[src/rtl/alu_seq_pkg.sv]
// Shared types for the sequential ALU: opcodes, FSM states and flag indices.
// Imported by the top level and by the multiplier.
package alu_seq_pkg;

    typedef enum logic [3:0] {
        OP_ADD = 4'd0,
        OP_SUB = 4'd1,
        OP_NOT = 4'd2,
        OP_AND = 4'd3,
        OP_OR  = 4'd4,
        OP_XOR = 4'd5,
        OP_LTU = 4'd6,
        OP_EQ  = 4'd7,
        OP_LTS = 4'd8,
        OP_SHL = 4'd9,
        OP_SHR = 4'd10,
        OP_SRA = 4'd11,
        OP_MUL = 4'd12
    } op_e;

    typedef enum logic {
        ST_IDLE    = 1'b0,
        ST_MUL_RUN = 1'b1
    } state_e;

    localparam int FLAG_CARRY = 0;
    localparam int FLAG_ZERO  = 1;
    localparam int FLAG_OVF   = 2;
    localparam int FLAG_NEG   = 3;
    localparam int FLAG_ERR   = 4;
    localparam int NFLAGS     = 5;

endpackage

[src/rtl/alu_seq_mul.sv]
// Shift-add unsigned multiplier, one partial product per step.
// The product of the last step is presented combinationally with o_done.
import alu_seq_pkg::*;

module alu_seq_mul #(
    parameter int WIDTH = 8
) (
    input  logic               clk,
    input  logic               rst,
    input  logic               i_start,
    input  logic               i_step,
    input  logic [WIDTH-1:0]   i_a,
    input  logic [WIDTH-1:0]   i_b,
    output logic               o_done,
    output logic [2*WIDTH-1:0] o_prod
);

    localparam int RW = 2 * WIDTH;
    localparam int CW = $clog2(WIDTH);
    localparam logic [CW-1:0] LAST = CW'(WIDTH - 1);

    logic [RW-1:0]    r_acc;
    logic [RW-1:0]    r_mcand;
    logic [WIDTH-1:0] r_mplier;
    logic [CW-1:0]    r_count;

    logic [RW-1:0]    w_addend;
    logic [RW-1:0]    w_next_acc;

    assign w_addend   = r_mplier[0] ? r_mcand : '0;
    assign w_next_acc = r_acc + w_addend;

    always_ff @(posedge clk or posedge rst) begin
        if (rst) begin
            r_acc    <= '0;
            r_mcand  <= '0;
            r_mplier <= '0;
            r_count  <= '0;
        end else if (i_start) begin
            r_acc    <= '0;
            r_mcand  <= {{WIDTH{1'b0}}, i_a};
            r_mplier <= i_b;
            r_count  <= '0;
        end else if (i_step) begin
            r_acc    <= w_next_acc;
            r_mcand  <= r_mcand << 1;
            r_mplier <= r_mplier >> 1;
            r_count  <= r_count + CW'(1);
        end
    end

    assign o_done = i_step && (r_count == LAST);
    assign o_prod = w_next_acc;

endmodule

[src/rtl/alu_seq.sv]
// Sequential ALU with valid/ready in and out, registered result and flags.
// Single-cycle ops complete on the accept edge; MUL runs WIDTH more cycles.
import alu_seq_pkg::*;

module alu_seq #(
    parameter int WIDTH = 8
) (
    input  logic               clk,
    input  logic               rst,
    input  logic               in_valid,
    output logic               in_ready,
    input  logic [3:0]         op,
    input  logic [WIDTH-1:0]   a,
    input  logic [WIDTH-1:0]   b,
    output logic               out_valid,
    input  logic               out_ready,
    output logic [2*WIDTH-1:0] result,
    output logic [4:0]         flags
);

    localparam int RW = 2 * WIDTH;
    localparam int SW = $clog2(WIDTH);

    state_e              r_state;
    state_e              w_state_next;
    logic [RW-1:0]       r_result;
    logic [NFLAGS-1:0]   r_flags;
    logic                r_out_valid;

    logic                w_accept;
    logic                w_is_mul;
    logic                w_mul_start;
    logic                w_mul_step;
    logic                w_mul_done;
    logic [RW-1:0]       w_mul_prod;
    logic [NFLAGS-1:0]   w_mul_flags;

    logic [WIDTH:0]      w_sum;
    logic [WIDTH-1:0]    w_diff;
    logic [SW-1:0]       w_shamt;
    logic [WIDTH-1:0]    w_lo;
    logic                w_c;
    logic                w_v;
    logic                w_err;
    logic [NFLAGS-1:0]   w_sc_flags;

    assign w_is_mul = (op == OP_MUL);

    // Single-cycle datapath
    always_comb begin
        w_sum   = {1'b0, a} + {1'b0, b};
        w_diff  = a + ~b + WIDTH'(1);
        w_shamt = b[SW-1:0];
        w_lo    = '0;
        w_c     = 1'b0;
        w_v     = 1'b0;
        w_err   = 1'b0;
        case (op)
            OP_ADD: begin
                w_lo = w_sum[WIDTH-1:0];
                w_c  = w_sum[WIDTH];
                w_v  = (a[WIDTH-1] == b[WIDTH-1]) &&
                       (w_sum[WIDTH-1] != a[WIDTH-1]);
            end
            OP_SUB: begin
                w_lo = w_diff;
                w_c  = (a < b);
                w_v  = (a[WIDTH-1] != b[WIDTH-1]) &&
                       (w_diff[WIDTH-1] != a[WIDTH-1]);
            end
            OP_NOT: w_lo = ~a;
            OP_AND: w_lo = a & b;
            OP_OR:  w_lo = a | b;
            OP_XOR: w_lo = a ^ b;
            OP_LTU: w_lo = WIDTH'(a < b);
            OP_EQ:  w_lo = WIDTH'(a == b);
            OP_LTS: w_lo = WIDTH'($signed(a) < $signed(b));
            OP_SHL: w_lo = a << w_shamt;
            OP_SHR: w_lo = a >> w_shamt;
            OP_SRA: w_lo = $signed(a) >>> w_shamt;
            OP_MUL: w_lo = '0;
            default: w_err = 1'b1;
        endcase
    end

    always_comb begin
        w_sc_flags             = '0;
        w_sc_flags[FLAG_CARRY] = w_c;
        w_sc_flags[FLAG_ZERO]  = (w_lo == '0);
        w_sc_flags[FLAG_OVF]   = w_v;
        w_sc_flags[FLAG_NEG]   = w_lo[WIDTH-1] && !w_err;
        w_sc_flags[FLAG_ERR]   = w_err;
    end

    always_comb begin
        w_mul_flags             = '0;
        w_mul_flags[FLAG_CARRY] = |w_mul_prod[RW-1:WIDTH];
        w_mul_flags[FLAG_ZERO]  = (w_mul_prod == '0);
        w_mul_flags[FLAG_NEG]   = w_mul_prod[RW-1];
    end

    alu_seq_mul #(
        .WIDTH (WIDTH)
    ) u_mul (
        .clk     (clk),
        .rst     (rst),
        .i_start (w_mul_start),
        .i_step  (w_mul_step),
        .i_a     (a),
        .i_b     (b),
        .o_done  (w_mul_done),
        .o_prod  (w_mul_prod)
    );

    always_ff @(posedge clk or posedge rst) begin
        if (rst) begin
            r_state <= ST_IDLE;
        end else begin
            r_state <= w_state_next;
        end
    end

    always_comb begin
        w_state_next = r_state;
        case (r_state)
            ST_IDLE: begin
                if (w_accept && w_is_mul) begin
                    w_state_next = ST_MUL_RUN;
                end
            end
            ST_MUL_RUN: begin
                if (w_mul_done) begin
                    w_state_next = ST_IDLE;
                end
            end
            default: w_state_next = ST_IDLE;
        endcase
    end

    always_comb begin
        in_ready    = (r_state == ST_IDLE) && (!r_out_valid || out_ready);
        w_accept    = in_valid && in_ready;
        w_mul_start = w_accept && w_is_mul;
        w_mul_step  = (r_state == ST_MUL_RUN);
    end

    // A new result may load on the same edge the old one is consumed
    always_ff @(posedge clk or posedge rst) begin
        if (rst) begin
            r_result    <= '0;
            r_flags     <= '0;
            r_out_valid <= 1'b0;
        end else if (w_accept && !w_is_mul) begin
            r_result    <= {{WIDTH{1'b0}}, w_lo};
            r_flags     <= w_sc_flags;
            r_out_valid <= 1'b1;
        end else if (w_mul_done) begin
            r_result    <= w_mul_prod;
            r_flags     <= w_mul_flags;
            r_out_valid <= 1'b1;
        end else if (out_ready) begin
            r_out_valid <= 1'b0;
        end
    end

    assign out_valid = r_out_valid;
    assign result    = r_result;
    assign flags     = r_flags;

endmodule
[config.mk]
export PLATFORM = sky130hd
export DESIGN_NAME = alu_seq
export DESIGN_NICKNAME = d
export VERILOG_FILES = /design/src/rtl/alu_seq_pkg.sv /design/src/rtl/alu_seq_mul.sv /design/src/rtl/alu_seq.sv
export SDC_FILE = /design/constraint.sdc
export NUM_CORES = 1
export LEC_CHECK = 0
export BUFFER_PORTS_ARGS = -buffer_cell sky130_fd_sc_hd__buf_2
export CORE_ASPECT_RATIO = 1.5
export CORE_UTILIZATION = 40
export CTS_BUF_LIST = sky130_fd_sc_hd__clkbuf_16
export CTS_CLUSTER_DIAMETER = 60
export DETAILED_ROUTE_END_ITERATION = 8
export PLACE_DENSITY = 0.62
export SLEW_MARGIN = 40
export SYNTH_ARGS = -nofsm -noshare
export SYNTH_HDL_FRONTEND = slang
export SYNTH_HIERARCHICAL = 1
export SYNTH_SLANG_ARGS = --single-unit
[constraint.sdc]
create_clock -name clk -period 4.1 [get_ports clk]
set_clock_uncertainty 0.05 [all_clocks]
set_input_delay 0.82 -clock clk [delete_from_list [all_inputs] [get_ports clk]]
set_output_delay 0.82 -clock clk [all_outputs]
set_load 0.03 [all_outputs]
==> Word level (Yosys, flattened, before mapping) <==
Index checks and enable logic that the tools add are counted.
{ "classes": {"n_eq_ne": 18, "n_bitwise": 6, "n_reduce_logical": 19, "n_lt_le_gt_ge": 2, "n_shift": 3, "muxes": 23, "addsub": 5} }
{ "ops": {"columns": ["cell", "count"], "rows": [
  ["$mux 16", 7],
  ["$pmux 8 s12", 1],
  ["$eq 4x4->1 const B", 5],
  ["$add 16x16->16", 1],
  ["$eq 4x3->1 const B", 4],
  ["$logic_not 16->1", 1],
  ["$lt 8x8->1", 2],
  ["$mux 8", 2],
  ["$not 8->8", 2],
  ["$reduce_or 13->1", 1],
  ["$mux 5", 2],
  ["$add 8x8->9", 1],
  ["$add 8x1->8 const B", 1],
  ["$add 8x8->8", 1],
  ["$and 8x8->8", 1],
  ["$eq 4x2->1 const B", 2],
  ["$eq 8x8->1", 1],
  ["$logic_and 1x1->1", 8],
  ["$logic_not 8->1", 1],
  ["$or 8x8->8", 1],
  ["$reduce_or 8->1", 1],
  ["$shl 8x3->8", 1],
  ["$shr 8x3->8", 1],
  ["$sshr 8x3->8", 1],
  ["15 further kinds", 27]
]} }
{ "word_totals": {"output_inout_bits": 23, "word_cells": 84, "inputBits": 24, "reg_bits": 66} }

==> Longest topological paths before layout <==
Gate-level depths: netlist of the first run.
{ "logic_depth": {"ltp_word": 7, "ltp_mapped": 16, "mapped_depth_nobuf": 15} }

==> Cells and area by module <==
Netlist of the first run, hierarchy kept.
{ "by_module_without_submodules": {"columns": ["module", "seq_area_each_um2", "area_per_inst_um2", "cells_per_inst", "instances"], "rows": [
  ["alu_seq", 575.6, 3175.5, 395, 1],
  ["alu_seq_mul", 1076.0, 2687.6, 277, 1]
]} }

==> Worst setup path before layout of the first run <==
Ideal clock, no wire load.
{ "synth_timing": {"path_type": "reg-to-reg", "startpoint": "register u_mul.r_mplier[0]", "endpoint": "register r_flags[1], in the netlist flags[1]", "path_slack_ps": 746, "synth_period_minus_slack_ps": 3354, "path_buffers": 0, "required_time_ps": 3949, "path_stages_with_launch": 16, "arrival_time_ps": 3203, "setup_time_ps": 101, "cell_sequence": "dfrtp_1 and2_1 ha_1 fa_1 a21o_1 a221oi_2 a21boi_2 o21ai_1 nor2b_1 xnor2_1 or4_1 nor2_1 nand3_1 nor2_1 a21oi_1 o32ai_1"} }
{ "synth_between": {"elab_chain_len": 5} }
{ "synth_lines": {"columns": ["item", "line_no", "rtl"], "rows": [
  ["from (decl)", "alu_seq_mul.sv:24", "logic [WIDTH-1:0] r_mplier;"],
  ["from (signal assigned)", "alu_seq_mul.sv:42", "r_mplier <= i_b;"],
  ["from (signal assigned)", "alu_seq_mul.sv:47", "r_mplier <= r_mplier >> 1;"],
  ["$mux 16", "alu_seq_mul.sv:30", "assign w_addend = r_mplier[0] ? r_mcand : '0;"],
  ["$add 16x16->16", "alu_seq_mul.sv:31", "assign w_next_acc = r_acc + w_addend;"],
  ["named net w_mul_prod[10]", "alu_seq.sv:35", "logic [RW-1:0] w_mul_prod;"],
  ["$logic_not 16->1", "alu_seq.sv:98", "w_mul_flags[FLAG_ZERO] = (w_mul_prod == '0);"],
  ["$mux 5", "alu_seq.sv:157", "end else if (w_mul_done) begin"],
  ["$mux 5", "alu_seq.sv:153", "end else if (w_accept && !w_is_mul) begin"],
  ["to (signal assigned)", "alu_seq.sv:155", "r_flags <= w_sc_flags;"],
  ["to (signal assigned)", "alu_seq.sv:159", "r_flags <= w_mul_flags;"],
  ["to (decl)", "alu_seq.sv:27", "logic [NFLAGS-1:0] r_flags;"]
]} }
The timed path passes the listed nets, and every way through them passes these cells. The select of a mux whose other input is x is not followed.
A chain may end at the register's enable or synchronous reset.

==> Worst setup path in the final report of the first run <==
{ "layout_timing": {"startpoint": "register u_mul.r_mcand[0]", "endpoint": "register r_flags[1], in the netlist flags[1]"} }
{ "layout_between": {"elab_chain_len": 5} }
{ "layout_lines": {"columns": ["item", "line_no", "rtl"], "rows": [
  ["from (decl)", "alu_seq_mul.sv:23", "logic [RW-1:0] r_mcand;"],
  ["from (signal assigned)", "alu_seq_mul.sv:41", "r_mcand <= {{WIDTH{1'b0}}, i_a};"],
  ["from (signal assigned)", "alu_seq_mul.sv:46", "r_mcand <= r_mcand << 1;"],
  ["$mux 16", "alu_seq_mul.sv:30", null],
  ["$add 16x16->16", "alu_seq_mul.sv:31", null],
  ["named net w_mul_prod[14]", "alu_seq.sv:35", null],
  ["$logic_not 16->1", "alu_seq.sv:98", null],
  ["$mux 5", "alu_seq.sv:157", null],
  ["$mux 5", "alu_seq.sv:153", null]
]} }
The timed path passes the listed nets, and every way through them passes these cells. The select of a mux whose other input is x is not followed.

==> reports/metrics.csv, run 1 <==
metric,value,unit
outcome,completed,
grt_pass1_wl,27300,um
insertion_delay,0.34,ns
fin_crit,3.65,ns
first_iter_violations,450,
holdWs,0.463,ns
hold_buffers,0,
cp.arrival,3.84,ns
fillers,1424,
dieArea,15200,sq um
drive_above_1_share,0.149,
chipWidth,101,um
grt_max_degree,55,
antennaDiodeCount,0,
cts_resized,0,
numCtsBuffers,9,
die_h,150,um
ys.flop_type,dfrtp_1,
routed_wl,17000,um
fin_tns_setup,0,ns
grt_pass1_vias,5237,
synth_edf_count,0,
cts.htree.levels,3,
antenna_found_initial,0,
period_share,0.891,
syn-num-nets,743,
finalPower,3760,uW
post-route-util,0.461,
yosys_warnings,6,
gp_congestion,0.991,
setup_slack,0.449,ns
ant_nets,0,
crit_type,register to register,
vias,5290,
synth.avg_cell_area,8.72,sq um
cp_max_fo,4,
hp-class,register to register,
cp_data_required_time,4.29,ns
drv_cap,0,
multi_input_comb_area,3880,sq um
slew_headroom,0.468,
cts.sinks,66,
layout-area-overhead-vs-synth,11.6,%
syn_inst,672,
fmax,0.274,GHz
irDropWorstVdd,333,uV
clockBufferDepth,2,
cts_setup_buffers,0,
nets,765,
io_pins,47,
powerDensity,575,nW/um^2
rsz0062_at_grt,no,
finalSetupViolCount,0,
cp-start-kind,register,
grt_util_all_layers,0.236,
dp_slack,0.479,ns
num_rows,53,
syn_area,5860,sq um
async_reset_ff_frac,1.00,
hold_viol,0,
core,14200,sq um
synth_cell_type_count,73,
wire_per_inst,19.1,um
seqCellArea,1650,sq um
p_leak,0.00294,uW
drc,0,
start_util,0.413,
drt_pass1_iterations,5,
dp.final_hpwl,12700,um
overflow,0,
endpoint_kind,register,
path_clk_slew,0.06,ns
ys_ff_latch,66,
io_buffers,46,
ys_seq_area_frac,0.282,
tritoncts,yes,
via_per_inst,5.94,
cts_root_buf,clkbuf_16,
finalMaxSlewViolations,0,
worst_slew_pin_slew,0.796,ns
-- cell families (layout without fill, tap and decap cells) --
kind of cell    count (synthesis)  in the layout  share of synthesized area
fa+ha+maj                      47             47                      0.104
simple gates                  205            205                      0.179
mux                            63             63                      0.129
compound gates                191            191                      0.222
buf+inv                        83            110                     0.0591
flops                          66             66                      0.282
xor+xnor                       17             17                     0.0254
-- cell type report --
cell class                      count  area share
Timing Repair Buffer               57      0.0497
Clock inverter                      7      0.0119
Sequential cell                    66       0.253
Multi-Input combinational cell    523       0.593
Inverter                           37      0.0212
Clock buffer                        9      0.0344
Tap cell                          192      0.0367
-- metal layers --
metal	vias up	wire [um]	global-route usage
met4	0	995	0.155
met1	2533	6540	0.262
met5	-	0	0
li1	2492	-	-
met3	55	803	0.0376
met2	210	8670	0.414
-- registers in the layout (all words and copies together) (netlist names) --
register,cells
result,16
u_mul/r_acc,16
u_mul/r_mcand,16
u_mul/r_mplier,8
flags,5
u_mul/r_count,3
out_valid,1
r_state,1
-- synth_stat cells, drive strengths merged, types with 12 or more instances --
| cell | count | share of area |
|---|---|---|
| clkbuf | 21 | 0.013 |
| nor2 | 62 | 0.040 |
| o21ai | 45 | 0.038 |
| xnor2 | 15 | 0.022 |
| inv | 36 | 0.023 |
| nand2 | 53 | 0.034 |
| buf | 25 | 0.022 |
| mux2i | 52 | 0.089 |
| ha | 44 | 0.094 |
| a21oi | 36 | 0.031 |
| and2 | 18 | 0.019 |
| dfrtp | 66 | 0.28 |
| a31oi | 12 | 0.013 |
| a21o | 12 | 0.015 |
| o22ai | 12 | 0.013 |
-- where the power goes --
group	total (uW)	switching (uW)	leakage, uW	internal, uW
logic	1900	1190	0.00195	702
clock network	776	300	0.000146	475
registers	1090	169	0.000838	924
total	3760	1660	0.00294	2100
-- path summary, 6_finish.rpt --
check | slack, ns | depth (start not counted) | end | from
worst max register to register | 0.45 | 14 | flags[1]$_DFFE_PP0P_ | u_mul/r_mcand[0]$_DFFE_PP0P_
worst max-delay path | 0.45 | 14 | flags[1]$_DFFE_PP0P_ | u_mul/r_mcand[0]$_DFFE_PP0P_
max in group asynchronous | 2.82 | 3 | u_mul/r_acc[7]$_DFFE_PP0P_ | rst
min in group asynchronous | 0.47 | 2 | result[10]$_DFFE_PP0P_ | rst
worst min-delay path | 0.46 | 2 | flags[2]$_DFFE_PP0P_ | flags[2]$_DFFE_PP0P_
worst min register to register | 0.46 | 2 | flags[2]$_DFFE_PP0P_ | flags[2]$_DFFE_PP0P_
-- per-stage QoR --
stage	cell area (sq um)	instances
final	6540	891
after global routing	6540	891
after CTS	6540	891
after detailed placement	6240	875
after global placement	6230	875
after floorplan	5860	672
-- layout by cell type (no fill, tap or decap), types with 15 or more instances in the layout --
| master | n |
|---|---|
| dfrtp_1 | 65 |
| nor2_1 | 61 |
| nand2_1 | 53 |
| mux2i_1 | 52 |
| buf_2 | 46 |
| ha_1 | 44 |
| o21ai_0 | 39 |
| a21oi_1 | 36 |
| inv_1 | 34 |
| and2_1 | 18 |
| xnor2_1 | 15 |
-- worst max-delay path: stages (launching register included) --
cell and delay, ns:
dfrtp_1 0.39, and2_1 0.17, ha_1 0.23, fa_1 0.42
a21o_1 0.20, a221oi_2 0.41, o21ai_1 0.15, a221oi_2 0.37
xnor2_1 0.13, or4_1 0.52, nor2_1 0.15, nand3_1 0.09
nor2_1 0.10, a21oi_1 0.05, o32ai_1 0.12
Power figures use the tool's default switching activity.
==> inputs of run 2 (changes only) <==
--- a/config.mk
+++ b/config.mk
@@ -5,6 +5,7 @@
 export SDC_FILE = /design/constraint.sdc
 export NUM_CORES = 1
 export LEC_CHECK = 0
+export ABC_AREA = 1
 export BUFFER_PORTS_ARGS = -buffer_cell sky130_fd_sc_hd__buf_2
 export CORE_ASPECT_RATIO = 1.5
 export CORE_UTILIZATION = 40
==> run 2 against run 1 <==
Effect of this change:
- global-route usage up 1.5 points
- first-iteration DRC count down 49%
- worst hold slack worse by 0.069 ns
- combinational power down 9%
- final area down 0.86%
- sequential cell count unchanged
- critical path depth up 3
- wire length up 7.4%
- register-to-register slack better by 0.52 ns
- count of clock-buffer cells in the layout unchanged
- utilization down 0.18 points
- synthesized area down 0.55%
==> reports/metrics.csv, run 2 <==
metric,value,unit
synth_commonest_cells,"288 x nand2_1, 118 x inv_1, 86 x nand3_1, 73 x nor2_1, 66 x dfrtp_1",
syn-num-nets,965,
core,14100,sq um
fin_crit,3.13,ns
mostFrequentLayoutCells,"288 x nand2_1, 116 x inv_1, 86 x nand3_1, 72 x nor2_1, 66 x dfrtp_1",
chipWidth,101,um
drc,0,
start_util,0.413,
synth_cell_type_count,43,
finalMaxSlewViolations,0,
synth.area.top_cells,"dfrtp_1 28%, nand2_1 19%, ha_1 9.4%",
fillers,1536,
first_iter_violations,228,
numCtsBuffers,9,
routed_wl,18300,um
cts_root_buf,clkbuf_16,
placed_cell_area,6190,sq um
gp_congestion,1.04,
worst_slew_pin_slew,0.801,ns
antennaDiodeCount,0,
timing.rr.start,u_mul/r_mplier[0]$_DFFE_PP0P_,
async_reset_ff_frac,1.00,
io_buffers,46,
cts.sinks,66,
ys_seq_area_frac,0.283,
vias,5925,
crit_family,simple AND/OR/NAND/NOR gates,
syn_inst,894,
syn_area,5830,sq um
io_pins,47,
grt_util_all_layers,0.251,
antenna_found_initial,0,
p_leak,0.00360,uW
worst-path-buf-inv,2,
crit_path_max_incr_delay,0.57,ns
cp_max_fo,17,
outcome,completed,
irDropWorstVdd,227,uV
layout-area-overhead-vs-synth,11.2,%
slew_headroom,0.465,
drv_cap,0,
insertion_delay,0.34,ns
fmax,0.319,GHz
synth_most_common_cell,nand2_1,
startpoint,u_mul/r_mplier[0]$_DFFE_PP0P_,
ant_nets,0,
cts.htree.levels,3,
path_clk_slew,0.06,ns
postLayoutCellArea,6480,sq um
via_per_inst,5.25,
synth_top_area_frac,0.283,
path_common_cell,nand2_1,
dieArea,15100,sq um
crit_type,register to register,
dp_slack,0.883,ns
yosys.area.top_type,dfrtp_1,
tritoncts,yes,
drive_above_1_share,0.109,
cp_data_required_time,4.27,ns
finalSetupViolCount,0,
ys_ff_latch,66,
grt_max_degree,36,
final_common_cell,nand2_1,
yosys_warnings,6,
num_rows,53,
fin_tns_setup,0,ns
hold_viol,0,
synth.avg_cell_area,6.52,sq um
powerDensity,546,nW/um^2
drt_pass1_iterations,6,
dp.final_hpwl,14600,um
clockBufferDepth,2,
cp-start-kind,register,
hp-class,input port to asynchronous set/reset pin,
setup_slack,0.967,ns
grt_pass1_vias,5863,
cts_resized,0,
die_h,150,um
nets,1003,
rsz0062_at_grt,no,
endpoint_kind,register,
wire_per_inst,16.2,um
ys.flop_type,dfrtp_1,
hold_buffers,0,
cp_slowest_cell,dfrtp_1,
cts_setup_buffers,0,
cp.arrival,3.31,ns
grt_pass1_wl,28800,um
period_share,0.764,
synth_edf_count,0,
cp_cell_sequence,nand2_1 > inv_1 > ha_1 > fa_1 > nand3_1 > nand2_1 > nand2_1 > nand2_2 > nand2_1 > nand3_1 > and2_1 > inv_1 > nand2_1 > nor4_1 > o21ai_0 > nand2_1 > nand2_1,
overflow,0,
run 2: final timing paths:
| path | to | slack [ns] | depth (start not counted) |
|---|---|---|---|
| min reg2reg | flags[2]$_DFFE_PP0P_ | 0.42 | 1 |
| min in group clk | flags[2]$_DFFE_PP0P_ | 0.42 | 1 |
| min | u_mul/r_acc[9]$_DFFE_PP0P_ | 0.39 | 2 |
| max in group asynchronous | u_mul/r_mcand[1]$_DFFE_PP0P_ | 2.85 | 3 |
| max | flags[0]$_DFFE_PP0P_ | 0.97 | 17 |
| max reg2reg | flags[0]$_DFFE_PP0P_ | 0.97 | 17 |
run 2: worst register-to-register path: cells and delay by family, from the launching register on:
family,cells,cell delay [ns]
simple gates,12,1.46
compound gates,1,0.16
flops,1,0.57
buf+inv,2,0.11
fa+ha+maj,2,0.66
run 2: where the power goes:
part | internal [uW] | switching, uW | leakage [uW]
logic | 542 | 1180 | 0.00261
clock network | 469 | 290 | 0.000141
registers | 899 | 165 | 0.000852
run 2: cell families (layout without fill, tap and decap cells):
kind of cell | count (synthesis) | after routing | share of synthesized area
simple gates | 500 | 500 | 0.372
buf+inv | 157 | 200 | 0.111
compound gates | 115 | 115 | 0.113
flops | 66 | 66 | 0.283
fa+ha+maj | 47 | 47 | 0.105
xor+xnor | 9 | 9 | 0.0161
run 2: stage by stage:
| stage | hold WS, ns | total power [uW] | utilization | cells |
|---|---|---|---|---|
| 3_3_place_gp | 0.406 | 2780 | 0.438 | 1113 |
| 3_5_place_dp | 0.410 | 2790 | 0.438 | 1113 |
| 4_1_cts | 0.391 | 3570 | 0.459 | 1129 |
| 5_1_grt | 0.403 | 3800 | 0.459 | 1129 |
| 2_1_floorplan | 0.401 | 2320 | - | 894 |
| 6_report | 0.394 | 3540 | 0.459 | 1129 |
run 2: final cells by class:
type | instances | area [sq um] | area share
clock buffers | 9 | 225 | 0.0347
inverters | 133 | 499 | 0.0770
well taps | 192 | 240 | 0.0370
multi-input cells | 671 | 3530 | 0.545
clock inverters | 7 | 67.6 | 0.0104
flip-flops and latches | 66 | 1650 | 0.255
repair buffers | 51 | 268 | 0.0413
run 2: routing by layer:
metal | global-route usage | vias up | routed length [um]
li1 | - | 2944 | -
met1 | 0.252 | 2723 | 6970
met2 | 0.473 | 186 | 9560
met3 | 0.0364 | 72 | 623
met4 | 0.166 | 0 | 1110
met5 | 0 | - | 0
